===== src/rtl/bd_io_pkg.sv =====
// Shared types and constants for the BD-side asynchronous handshakers.
package bd_io_pkg;

    localparam int unsigned BD_NBDDATA    = 21;
    localparam int unsigned BD_NTIMEOUT_W = 16;

    typedef enum logic [1:0] {
        IDLE,
        SETUP,
        REQ_HI,
        REQ_LO
    } bd_hs_state_t;

endpackage


===== src/rtl/sync_2ff.sv =====
// Two-flop synchronizer with asynchronous active-high reset, parameterizable width.
module sync_2ff #(
    parameter int unsigned Width = 1
) (
    input  logic             clk,
    input  logic             reset,
    input  logic [Width-1:0] d,
    output logic [Width-1:0] q
);

    logic [Width-1:0] meta;

    always_ff @(posedge clk or posedge reset) begin
        if (reset) begin
            meta <= '0;
            q    <= '0;
        end else begin
            meta <= d;
            q    <= meta;
        end
    end

endmodule


===== src/rtl/bd_out_handshaker.sv =====
// Synchronous valid/accept channel to asynchronous 4-phase bundled-data output,
// with programmable data setup, stuck-ack detection and a delivered-word counter.
module bd_out_handshaker
    import bd_io_pkg::*;
#(
    parameter int unsigned NBDdata    = BD_NBDDATA,
    parameter int unsigned Nsetup     = 2,
    parameter int unsigned Ntimeout_w = BD_NTIMEOUT_W,
    parameter int unsigned Ncount     = 32
) (
    input  logic               clk,
    input  logic               reset,
    input  logic [NBDdata-1:0] in_d,
    input  logic               in_v,
    output logic               in_a,
    output logic [NBDdata-1:0] bd_data,
    output logic               bd_req,
    input  logic               bd_ack,
    input  logic               timeout_clr,
    output logic               timeout,
    output logic [Ncount-1:0]  words_sent
);

    localparam int unsigned SetupW = (Nsetup > 1) ? $clog2(Nsetup) : 1;

    bd_hs_state_t            state_q, state_d;
    logic [SetupW-1:0]       setup_q, setup_d;
    logic [Ntimeout_w-1:0]   to_cnt_q, to_cnt_d;
    logic                    timeout_q, timeout_d;
    logic [Ncount-1:0]       sent_q, sent_d;
    logic [NBDdata-1:0]      data_q, data_d;
    logic                    req_q;
    logic [1:0]              sync_q;
    logic                    ack_s;
    logic                    primed;
    logic                    accept;
    logic                    in_req_q, in_req_d;
    logic                    to_set;

    // Bit 1 is a constant-one pipe: the synchronizer output is not trusted until it
    // has sampled bd_ack twice after reset, so a still-high ack is never missed.
    sync_2ff #(
        .Width (2)
    ) u_sync (
        .clk   (clk),
        .reset (reset),
        .d     ({1'b1, bd_ack}),
        .q     (sync_q)
    );

    assign ack_s  = sync_q[0];
    assign primed = sync_q[1];

    always_comb begin
        state_d = state_q;
        setup_d = setup_q;
        data_d  = data_q;
        sent_d  = sent_q;
        accept  = 1'b0;
        unique case (state_q)
            IDLE: begin
                accept = ~ack_s & primed;
                if (in_v && accept) begin
                    data_d  = in_d;
                    setup_d = SetupW'(Nsetup - 1);
                    state_d = SETUP;
                end
            end
            SETUP: begin
                if (setup_q == '0) begin
                    state_d = REQ_HI;
                end else begin
                    setup_d = setup_q - SetupW'(1);
                end
            end
            REQ_HI: begin
                if (ack_s) begin
                    state_d = REQ_LO;
                end
            end
            REQ_LO: begin
                if (!ack_s) begin
                    state_d = IDLE;
                    sent_d  = sent_q + Ncount'(1);
                end
            end
            default: state_d = IDLE;
        endcase
    end

    assign in_req_q = (state_q == REQ_HI) || (state_q == REQ_LO);
    assign in_req_d = (state_d == REQ_HI) || (state_d == REQ_LO);

    // Timeout fires once, on the cycle the counter reaches all-ones; a later clear sticks.
    always_comb begin
        to_cnt_d = to_cnt_q;
        to_set   = 1'b0;
        if (in_req_d && (state_d != state_q)) begin
            to_cnt_d = '0;
        end else if (in_req_q) begin
            if (to_cnt_q != '1) begin
                to_cnt_d = to_cnt_q + Ntimeout_w'(1);
                to_set   = (to_cnt_d == '1);
            end
        end
        if (to_set) begin
            timeout_d = 1'b1;
        end else if (timeout_clr) begin
            timeout_d = 1'b0;
        end else begin
            timeout_d = timeout_q;
        end
    end

    always_ff @(posedge clk or posedge reset) begin
        if (reset) begin
            state_q   <= IDLE;
            setup_q   <= '0;
            to_cnt_q  <= '0;
            timeout_q <= 1'b0;
            sent_q    <= '0;
            data_q    <= '0;
            req_q     <= 1'b0;
        end else begin
            state_q   <= state_d;
            setup_q   <= setup_d;
            to_cnt_q  <= to_cnt_d;
            timeout_q <= timeout_d;
            sent_q    <= sent_d;
            data_q    <= data_d;
            req_q     <= (state_d == REQ_HI);
        end
    end

    assign in_a       = accept;
    assign bd_data    = data_q;
    assign bd_req     = req_q;
    assign timeout    = timeout_q;
    assign words_sent = sent_q;

endmodule


===== config.mk =====
export PLATFORM = sky130hd
export DESIGN_NAME = bd_out_handshaker
export DESIGN_NICKNAME = d
export VERILOG_FILES = /design/src/rtl/bd_io_pkg.sv /design/src/rtl/sync_2ff.sv /design/src/rtl/bd_out_handshaker.sv
export SDC_FILE = /design/constraint.sdc
export NUM_CORES = 1
export LEC_CHECK = 0
export ABC_AREA = 1
export CAP_MARGIN = 30
export CORE_MARGIN = 4
export CORE_UTILIZATION = 51
export DETAILED_ROUTE_END_ITERATION = 16
export PLACE_DENSITY = 0.88
export REMOVE_ABC_BUFFERS = 1
export SYNTH_ARGS = -nofsm -noshare
export SYNTH_HDL_FRONTEND = slang
export SYNTH_HIERARCHICAL = 1
export SYNTH_SLANG_ARGS = --single-unit

===== constraint.sdc =====
create_clock -name clk -period 3.1 [get_ports clk]
set_input_delay 0.465 -clock clk [delete_from_list [all_inputs] [get_ports clk]]
set_output_delay 0.465 -clock clk [all_outputs]
set_load 0.02 [all_outputs]

-- Word-level counts from Yosys, hierarchy flattened
Cells that the tools add are included.
- latch bits: 0
- register bits after elaboration: 78
- logic and storage cells: 53
- memories kept: 0
- bits of input ports: 26
- memory bits (read-only): 0
- memory bits (writable): 0
- output and inout port bits: 56
- eq/ne operators: 9
- $add $sub $neg: 3
- bitwise gates (word level): 2
- shift-type cells: 0
- $lt $le $gt $ge: 0
- divide/modulo/power cells: 0
- mux-type cells: 17
- reductions and logical operators: 13
- multiply operators: 0
- operators with widths (operator ; number):
    two-way mux 16 bit ; 3
    adder 32 x 1 -> 32 bit, second input constant ; 1
    adder 16 x 1 -> 16 bit, second input constant ; 1
    equality test 16 bit, second input constant ; 1
    inequality test 16 bit, second input constant ; 1
    equality test 2 bit, second input constant ; 4
    two-way mux 1 bit ; 8
    two-way mux 2 bit ; 4
    case mux 2 bit (4 select lines) ; 1
    AND reduction 2 bit ; 4
    nonzero test 2 bit ; 4
    equality test 2 x 1 -> 1 bit, second input constant ; 1
    logical AND 1 bit ; 2
    zero test 2 bit ; 1
    logical OR 1 bit ; 2
    inequality test 2 bit ; 1
    inequality test 2 bit, second input constant ; 1
    case mux 1 bit (2 select lines) ; 1
    AND 1 bit ; 1
    NOT 1 bit ; 1
    subtractor 1 bit, second input constant ; 1

-- Depth between registers and ports, before layout
Gate-level depths: netlist (run 1).
- depth after elaboration: 10
- mapped depth: 12
- gate-level depth less buffers: 12

-- Cells and area by module
Netlist (run 1), hierarchy kept.
- by module, submodules not included (module ; times used ; area each (µm²) ; cells an instance ; sequential area each (µm²)):
    bd_out_handshaker ; 1 ; 3671.0 ; 402 ; 1851.8
    sync_2ff ; 1 ; 103.8 ; 5 ; 100.1

-- Worst setup path after synthesis (run 1)
OpenSTA, ideal clock, no wires.
- path type: register to register
- start: register u_sync.q[0]
- end: register data_q[0], in the netlist bd_data[0]
- cell stages (with the launch flop): 7
- slack: 1.217 ns
- setup time: 0.125 ns
- arrival time: 1.758 ns
- required time: 2.975 ns
- path through: dfrtp_1 inv_1 nand2_1 nor3_1 nand2_2 buf_4 mux2_4
- longest elaborated chain between the ends: 4
- ends and longest elaborated chain (element ; line ; RTL):
    start: declaration ; sync_2ff.sv:8 ; output logic [Width-1:0] q
    start signal: assignment ; sync_2ff.sv:19 ; q <= meta;
    NOT 1 bit (no line) ; - ;
    AND 1 bit ; bd_out_handshaker.sv:62 ; accept = ~ack_s & primed;
    logical AND 1 bit ; bd_out_handshaker.sv:63 ; if (in_v && accept) begin
    AND reduction 2 bit (no line) ; - ;
    end signal: assignment ; bd_out_handshaker.sv:130 ; data_q <= data_d;
    end: declaration ; bd_out_handshaker.sv:31 ; logic [NBDdata-1:0] data_q, data_d;
No other way between the ends.
A chain may end at the register's enable or synchronous reset.

-- Final worst setup path (run 1)
- start: register u_sync.q[0]
- end: output in_a
- longest elaborated chain between the ends: 3
- ends and longest elaborated chain (element ; line ; RTL):
    NOT 1 bit (no line) ; - ;
    AND 1 bit ; bd_out_handshaker.sv:62 ;
    two-way mux 1 bit ; bd_out_handshaker.sv:60 ; unique case (state_q)
    end: declaration ; bd_out_handshaker.sv:15 ; output logic in_a,
No other way between the ends.

==> run_results.csv, run 1 <==
group,metric,value,unit
run_status,status,"completed",
setup_path,endpoint_kind,"output pin",
synth,syn_inst,407,
die,chipHeight,94.04,um
sta,setup_violations,0,
cts,clk_latency,0.35,ns
sta,holdWs,0.3526,ns
placed_design,dpl_worst_slack,1.118,ns
sta,layout_min_cycle_time,2.376,ns
setup_path,worstSetupPathType,"register to output pin",
die,fp-row-count,31,
route,vias_per_cell,5.168,
cts,clock_path_buffers,2,
route,drt_pass1_iterations,5,
finish,syn2layout_area_growth,29.76,%
sta,fin_ws,0.7242,ns
sta,setup_tns,0,ns
setup_path,r2r-start,"state_q[1]",
setup_path,cp_data_required_time,2.63,ns
cts,cts_hold_buf,0,
sta,max_freq,0.4209,GHz
synth,synth-seq-cells,78,
cts,root_buffer,"clkbuf_8",
global_routing,antenna_found_initial,0,
synth,ys_seq_area_frac,0.5171,
setup_path,crit_fanout,3,
synth,yosys_warnings,6,
setup_path,crit_path_start_kind,"register",
cts,cts_resized,0,
route,drt_wl_total,8626,um
sta,max-slew-margin-rel,0.5683,
finish,postLayoutCoreUtil,0.6790,
sta,maxSlewViolCount,0,
global_routing,grt_use_total,0.2059,
min_path,min-delay-start,"u_sync/meta[1]",
cts,htree_levels,3,
sta,finalHoldViolCount,0,
global_routing,grt-ovfl-total,0,
min_path,hold_depth,0,
power_and_ir_drop,sw_frac_of_total,0.3589,
power_and_ir_drop,seq_power_share,0.423,
route,drt-initial-drc-count,235,
cts,cts_inserted_buffers,9,
setup_path,reg2regPathDepth,9,
synth,synth_cell_types,33,
route,antenna_left,0,
power_and_ir_drop,pwr-share-clk,0.227,
die,die_area,8843,um2
power_and_ir_drop,powerDensity,701.0,nW/um2
global_routing,grt_max_degree,46,
die,initial_utilization,0.5232,
setup_path,cp_cell_sequence,"inv_1 > nand2_1 > nor3_1 > clkdlybuf4s50_1",
setup_path,slowest_delay,0.68,ns
finish,diodes,0,
placed_design,io_buffer_count,81,
route,via_count,3101,
setup_path,r2r_slack,1.19,ns
setup_path,worstPathArrival,1.91,ns
route,drc,0,
global_routing,grt_pass1_wl,14260,um
sta,max_slew.worst_pin.slew,0.6465,ns
die,die_w,94.04,um
finish,layout-drive-gt1-share,0.1238,
finish,layout.nets,525,
power_and_ir_drop,peakVddDrop,0.5434,mV
synth,syn_area,3775,um2
synth,syn_avg_cell_area,9.275,um2
die,boundaryPins,82,
sta,finClkSkew,0.009478,ns
setup_path,slowest_stage,"clkdlybuf4s50_1",
placed_design,dp_cells,584,
job,drv_cap,0,
sta,rsz0062_at_grt,"no",
min_path,hold_class,"register to register",
sta,period_share,0.7664,
placed_design,dp_hpwl,6347,um
power_and_ir_drop,p_leak,0.002205,uW
power_and_ir_drop,combPwrFrac,0.350,
cts,cts_sinks,78,
finish,final_cells,600,
route,wire_per_inst,14.38,um
min_path,min_to,"u_sync/q[1]",
finish,fillCellCount,568,
die,core,7214,um2
cts,path_clk_slew,0.08,ns
setup_path,r2r-end,"to_cnt_q[6]",
global_routing,grt_pass1_vias,3132,
cts,cts_tree,"done",
placed_design,routabilityCongestion,0.8872,
power_and_ir_drop,p_int,2201,uW
power_and_ir_drop,switchingPower,1233,uW
cts,postCtsSetupBuffers,0,
==> cell usage in the layout, fill, tap and decap left out, types with 3 or more instances in the layout <==
master           count
nand2_1             87
clkdlybuf4s50_1     81
dfrtp_1             78
inv_1               42
nor2_1              41
nand3_1             30
mux2_2              19
xor2_1              18
xnor2_1             12
o21ai_0             11
nand4_1             10
clkbuf_8            10
nor3_1               8
nand2_2              7
a21oi_1              6
nor2_2               5
o21ai_1              4
inv_2                3
o31ai_1              3
ha_1                 3
==> cell type report <==
cell class                      instances  area (um2)  area share
Inverter                               45       168.9     0.03448
Sequential cell                        78        1952      0.3985
Multi-Input combinational cell        280        1617      0.3300
Tap cell                               99       123.9     0.02529
Timing Repair Buffer                   82       830.8      0.1696
Clock buffer                           10       137.6     0.02810
Clock inverter                          6       68.82     0.01405
==> critical path, delay by kind of cell (launching register included) <==
| family | cells | cell delay (ns) |
|---|---|---|
| buffers and inverters | 2 | 0.82 |
| and+or+nand+nor | 2 | 0.34 |
| DFF | 1 | 0.39 |
==> synthesized netlist by cell type, drive strengths merged <==
| cell | n | area [um2] |
|---|---|---|
| a21oi | 6 | 30.03 |
| a31oi | 1 | 6.260 |
| buf | 4 | 37.53 |
| conb | 1 | 3.750 |
| dfrtp | 78 | 1952 |
| ha | 3 | 37.54 |
| inv | 45 | 168.9 |
| mux2 | 21 | 244.0 |
| nand2 | 95 | 381.6 |
| nand3 | 32 | 177.7 |
| nand3b | 1 | 7.510 |
| nand4 | 10 | 62.56 |
| nor2 | 48 | 207.7 |
| nor3 | 10 | 66.32 |
| nor4 | 1 | 6.260 |
| o211ai | 1 | 7.510 |
| o21ai | 17 | 92.59 |
| o31ai | 3 | 22.52 |
| xnor2 | 12 | 105.1 |
| xor2 | 18 | 157.7 |
==> registers in the layout, indices dropped and copies added, names as in the netlist <==
signal       count
to_cnt_q        16
bd_data         21
u_sync/q         2
words_sent      32
bd_req           1
timeout          1
state_q          2
u_sync/meta      2
setup_q          1
==> metrics by stage <==
step / power [uW] / cell area (um2)
finish: 3434 / 4898
global route: 3621 / 4898
detailed placement: 2661 / 4692
CTS: 3455 / 4898
floorplan: 2095 / 3737
global placement: 2586 / 4692
==> logic make-up after synthesis <==
logic type | after synthesis | share of synthesized area
AND/OR/NAND/NOR | 197 | 0.2410
adder cells (fa/ha/maj) | 3 | 0.009945
AO/OA/AOI/OAI | 28 | 0.04210
multiplexers | 21 | 0.06464
flip-flops | 78 | 0.5171
other | 1 | 0.0009934
buffers and inverters | 49 | 0.05469
XOR/XNOR | 30 | 0.06961
==> worst max path at each step <==
| stage | cells after the start | start | end |
|---|---|---|---|
| 6_report | 4 | u_sync/q[0] | in_a |
| 3_3_place_gp | 4 | u_sync/q[0] | in_a |
| 4_1_cts | 4 | u_sync/q[0] | in_a |
| 5_1_grt | 4 | u_sync/q[0] | in_a |
| 3_5_place_dp | 4 | u_sync/q[0] | in_a |
| 2_1_floorplan | 1 | reset | bd_data[0] |
==> power groups by stage <==
stage,Clock [uW],Sequential [uW],Combinational (uW)
floorplan,0,1630,461
global placement,0,1440,1150
detailed placement,0,1460,1200
CTS,794,1450,1210
global route,843,1480,1300
finish,780,1450,1200
==> routing by layer <==
layer / part of all wire / global-route usage / wire [um]
met5: 0 / 0 / 0
met2: 0.50 / 0.3465 / 4301
met3: 0.062 / 0.04647 / 531
met4: 0.027 / 0.09507 / 230
met1: 0.41 / 0.2511 / 3562
(Power assumes the default switching activity.)
==> inputs of run 2 (changes only) <==
--- a/config.mk
+++ b/config.mk
@@ -8,9 +8,9 @@
 export ABC_AREA = 1
 export CAP_MARGIN = 30
 export CORE_MARGIN = 4
-export CORE_UTILIZATION = 51
+export CORE_UTILIZATION = 46
 export DETAILED_ROUTE_END_ITERATION = 16
-export PLACE_DENSITY = 0.88
+export PLACE_DENSITY = 0.84
 export REMOVE_ABC_BUFFERS = 1
 export SYNTH_ARGS = -nofsm -noshare
 export SYNTH_HDL_FRONTEND = slang
==> constraint.sdc (replaced) <==
create_clock -name clk -period 2.1 [get_ports clk]
set_input_delay 0.315 -clock clk [delete_from_list [all_inputs] [get_ports clk]]
set_output_delay 0.315 -clock clk [all_outputs]
set_load 0.02 [all_outputs]
==> run_results.csv, run 2 (same netlist as run 1, synthesis figures left out) <==
group,metric,value,unit
run_status,status,"completed",
sta,max-slew-margin-rel,0.6322,
die,die_area,9720,um2
route,vias_per_cell,5.167,
die,core,7848,um2
finish,largest_reg_flops,32,
setup_path,cp_cell_sequence,"inv_1 > nand2_1 > nor3_1 > dlygate4sd2_1",
setup_path,crit_fanout,3,
cts,root_buffer,"clkbuf_8",
finish,multi_input_area,1617,um2
sta,rsz0062_at_grt,"no",
power_and_ir_drop,p_leak,0.002207,uW
route,via_count,3121,
finish,fillCellCount,631,
setup_path,slowest_delay,0.38,ns
sta,max_freq,0.5212,GHz
sta,fin_ws,0.1813,ns
global_routing,grt_pass1_vias,3096,
placed_design,io_buffer_count,81,
setup_path,reg2regPathDepth,10,
sta,max_slew.worst_pin.slew,0.5497,ns
global_routing,antenna_found_initial,0,
route,drt_wl_total,8417,um
route,wire_per_inst,13.94,um
cts,cts_inserted_buffers,9,
cts,cts_hold_buf,0,
finish,syn2layout_area_growth,29.86,%
finish,diodes,0,
global_routing,grt_use_total,0.1794,
cts,path_clk_slew,0.08,ns
sta,maxSlewViolCount,0,
global_routing,grt_max_degree,75,
setup_path,slowest_stage,"dfrtp_1",
sta,finalHoldViolCount,0,
finish,layout-drive-gt1-share,0.1235,
route,drt-initial-drc-count,209,
die,initial_utilization,0.4810,
die,boundaryPins,82,
finish,final_cells,604,
setup_path,worstPathArrival,1.60,ns
sta,finClkSkew,0.009211,ns
cts,cts_sinks,78,
placed_design,dpl_worst_slack,0.2811,ns
placed_design,place_area,4703,um2
setup_path,cp_data_required_time,1.78,ns
power_and_ir_drop,peakVddDrop,1.015,mV
global_routing,grt-ovfl-total,0,
sta,setup_violations,0,
min_path,hold_class,"input pin to asynchronous set/reset pin",
placed_design,dp_hpwl,6035,um
route,drc,0,
placed_design,dp_cells,588,
sta,setup_tns,0,ns
die,fp-row-count,32,
route,antenna_left,0,
power_and_ir_drop,powerDensity,1023,nW/um2
finish,final_cell_area,4902,um2
placed_design,routabilityCongestion,0.9167,
finish,layout.nets,526,
route,drt_pass1_iterations,5,
sta,layout_min_cycle_time,1.919,ns
cts,clock_path_buffers,2,
cts,clk_latency,0.35,ns
die,die_w,98.59,um
setup_path,endpoint_kind,"output pin",
cts,htree_levels,3,
global_routing,grt_pass1_wl,14270,um
finish,final_cell_mix,"nand2_1, clkdlybuf4s50_1, dfrtp_1",
finish,seq_area,1952,um2
cts,cts_tree,"done",
finish,final_common_cell,"nand2_1",
setup_path,worstSetupPathType,"register to output pin",
sta,holdWs,0.1862,ns
sta,period_share,0.9137,
job,drv_cap,0,
setup_path,crit_path_start_kind,"register",
die,chipHeight,98.59,um
==> run 2: metal layers <==
metal	vias up	GRT usage	wire, um
met5	-	0	0
met4	0	0.07983	155
met3	16	0.04883	544
met2	120	0.2975	4164
met1	1495	0.2192	3552
li1	1490	-	-
==> run 2: worst paths after layout <==
kind | slack, ns | end | startpoint
setup / recovery | 0.18 | in_a | u_sync/q[0]
hold / removal | 0.19 | u_sync/meta[1] | reset
setup reg to reg | 0.22 | to_cnt_q[15] | to_cnt_q[1]
hold reg to reg | 0.36 | u_sync/q[0] | u_sync/meta[0]
max in group asynchronous | 1.41 | timeout | reset
min in group clk | 0.36 | u_sync/q[0] | u_sync/meta[0]
==> run 2: cell type report <==
cell class / count / area share
sequential: 78 / 0.3982
tap: 102 / 0.02603
clock buffer: 11 / 0.02884
multi-input combinational: 280 / 0.3298
clock inverter: 5 / 0.01200
inverter: 45 / 0.03446
timing repair buffer: 83 / 0.1708
==> run 2: repair_timing <==
| item | in CTS | in global routing |
|---|---|---|
| endpoints found under the setup margin | 1 | 0 |
| buffers inserted | 0 | 0 |
| gates resized for setup | 1 | 0 |
==> run 2: metrics by stage <==
| step | power (uW) | util |
|---|---|---|
| after detailed placement | 3905 | 0.5993 |
| after global routing | 5309 | 0.6247 |
| after global placement | 3827 | 0.5993 |
| final | 5017 | 0.6247 |
| after floorplan | 3093 | - |
| after CTS | 5048 | 0.6247 |
==> run 2: where the power goes <==
group	total, uW	internal [uW]	switching, uW
sequential	2120	1850	270
combinational	1770	821	947
clock	1130	582	547
==> run 2: worst max-delay path, delay by kind of cell (launching register included) <==
| family | cells | cell delay, ns |
|---|---|---|
| buf+inv | 2 | 0.53 |
| flops | 1 | 0.38 |
| simple gates | 2 | 0.36 |
==> inputs of run 3 (changes only) <==
--- a/config.mk
+++ b/config.mk
@@ -6,10 +6,12 @@
 export NUM_CORES = 1
 export LEC_CHECK = 0
 export ABC_AREA = 1
+export ABC_CLOCK_PERIOD_IN_PS = 2100
 export CAP_MARGIN = 30
 export CORE_MARGIN = 4
 export CORE_UTILIZATION = 46
 export DETAILED_ROUTE_END_ITERATION = 16
+export GPL_TIMING_DRIVEN = 0
 export PLACE_DENSITY = 0.84
 export REMOVE_ABC_BUFFERS = 1
 export SYNTH_ARGS = -nofsm -noshare
==> run_results.csv, run 3 (same netlist as run 1, synthesis figures left out) <==
group,metric,value,unit
finish,postLayoutCoreUtil,0.6234,
finish,largest_reg_flops,32,
global_routing,grt_max_degree,43,
sta,period_share,0.9000,
sta,fin_ws,0.2101,ns
power_and_ir_drop,pwr-share-clk,0.221,
die,boundaryPins,82,
setup_path,reg2regPathDepth,9,
route,via_count,3081,
sta,layout_min_cycle_time,1.890,ns
setup_path,r2r-end,"to_cnt_q[5]",
placed_design,routabilityCongestion,0.8906,
finish,final_cell_area,4892,um2
sta,rsz0062_at_grt,"no",
power_and_ir_drop,p_int,3212,uW
setup_path,cp_data_required_time,1.78,ns
die,die_w,98.59,um
setup_path,worstPathArrival,1.57,ns
sta,max_slew.worst_pin.slew,0.5422,ns
global_routing,grt-ovfl-total,0,
route,drt_pass1_iterations,4,
power_and_ir_drop,combPwrFrac,0.351,
cts,path_clk_slew,0.07,ns
sta,holdWs,0.2459,ns
finish,layout.nets,525,
cts,cts_tree,"done",
sta,finalHoldViolCount,0,
route,drt_wl_total,8274,um
placed_design,dp_hpwl,6115,um
die,die_area,9720,um2
sta,maxSlewViolCount,0,
route,wire_per_inst,13.72,um
sta,setup_violations,0,
power_and_ir_drop,seq_power_share,0.428,
setup_path,crit_fanout,3,
die,initial_utilization,0.4810,
power_and_ir_drop,peakVddDrop,0.7527,mV
route,drt-initial-drc-count,213,
run_status,status,"completed",
finish,layout-drive-gt1-share,0.1198,
setup_path,worstSetupPathType,"register to output pin",
finish,final_common_cell,"nand2_1",
cts,cts_inserted_buffers,9,
die,fp-row-count,32,
placed_design,dpl_worst_slack,0.2111,ns
route,vias_per_cell,5.109,
die,core,7848,um2
finish,seq_area,1952,um2
route,drc,0,
placed_design,place_area,4698,um2
finish,multi_input_area,1622,um2
min_path,hold_class,"input pin to asynchronous set/reset pin",
placed_design,io_buffer_count,81,
cts,clk_latency,0.34,ns
finish,fillCellCount,655,
sta,finClkSkew,0.007556,ns
cts,postCtsSetupBuffers,0,
power_and_ir_drop,powerDensity,1011,nW/um2
finish,syn2layout_area_growth,29.60,%
global_routing,antenna_found_initial,0,
cts,root_buffer,"clkbuf_8",
route,antenna_left,0,
global_routing,grt_pass1_vias,3141,
setup_path,r2r-start,"state_q[1]",
job,drv_cap,0,
power_and_ir_drop,p_leak,0.002197,uW
setup_path,endpoint_kind,"output pin",
die,chipHeight,98.59,um
cts,cts_sinks,78,
global_routing,grt_pass1_wl,14090,um
power_and_ir_drop,sw_frac_of_total,0.3505,
setup_path,r2r_slack,0.23,ns
cts,htree_levels,3,
global_routing,grt_use_total,0.1748,
sta,max_freq,0.5291,GHz
cts,clock_path_buffers,2,
power_and_ir_drop,switchingPower,1733,uW
finish,diodes,0,
sta,max-slew-margin-rel,0.6373,
setup_path,crit_path_start_kind,"register",
sta,setup_tns,0,ns
finish,final_cell_mix,"nand2_1, clkdlybuf4s50_1, dfrtp_1",
[run 3: area by class of cell]
type,instances,share of cell area
Sequential cell,78,0.3990
Multi-Input combinational cell,280,0.3315
Timing Repair Buffer,82,0.1696
Inverter,45,0.03504
Clock buffer,11,0.02685
Tap cell,102,0.02609
Clock inverter,5,0.01202
[run 3: worst max-delay path by stage]
stage	slack [ns]	end	startpoint	depth (start not counted)
5_1_grt	0.01	to_cnt_q[5]	state_q[1]	9
3_3_place_gp	-1.38	words_sent[9]	reset	2
4_1_cts	0.16	in_a	u_sync/q[0]	4
2_1_floorplan	-0.1	bd_data[0]	reset	1
3_5_place_dp	0.21	to_cnt_q[5]	to_cnt_q[1]	10
6_report	0.21	in_a	u_sync/q[0]	4
[run 3: metal layers]
| metal | part of all wire | global-route usage | vias up |
|---|---|---|---|
| li1 | - | - | 1488 |
| met1 | 0.43 | 0.2138 | 1499 |
| met2 | 0.50 | 0.2975 | 86 |
| met3 | 0.057 | 0.04459 | 8 |
| met4 | 0.015 | 0.06723 | 0 |
| met5 | 0 | 0 | - |
[run 3: through the flow]
step	std cells	power, uW
global route	603	5258
finish	603	4945
detailed placement	587	3883
CTS	603	4991
floorplan	403	3093
global placement	586	3803
[run 3: critical path: stages, from the launching register on]
cell and delay, ns:
dfrtp_1 0.38, inv_1 0.13, nand2_1 0.08, nor3_1 0.27, dlygate4sd2_1 0.39
[run 3: timing repair]
action                     CTS  global route
gates resized for setup      1             1
hold buffers                 0             0
setup endpoints to repair    1             3
[run 3: power groups by stage]
stage	logic, uW	clock network, uW	registers, uW
2_1_floorplan	680	0	2410
3_3_place_gp	1680	0	2120
3_5_place_dp	1740	0	2150
4_1_cts	1750	1120	2120
5_1_grt	1880	1200	2170
6_report	1730	1090	2120
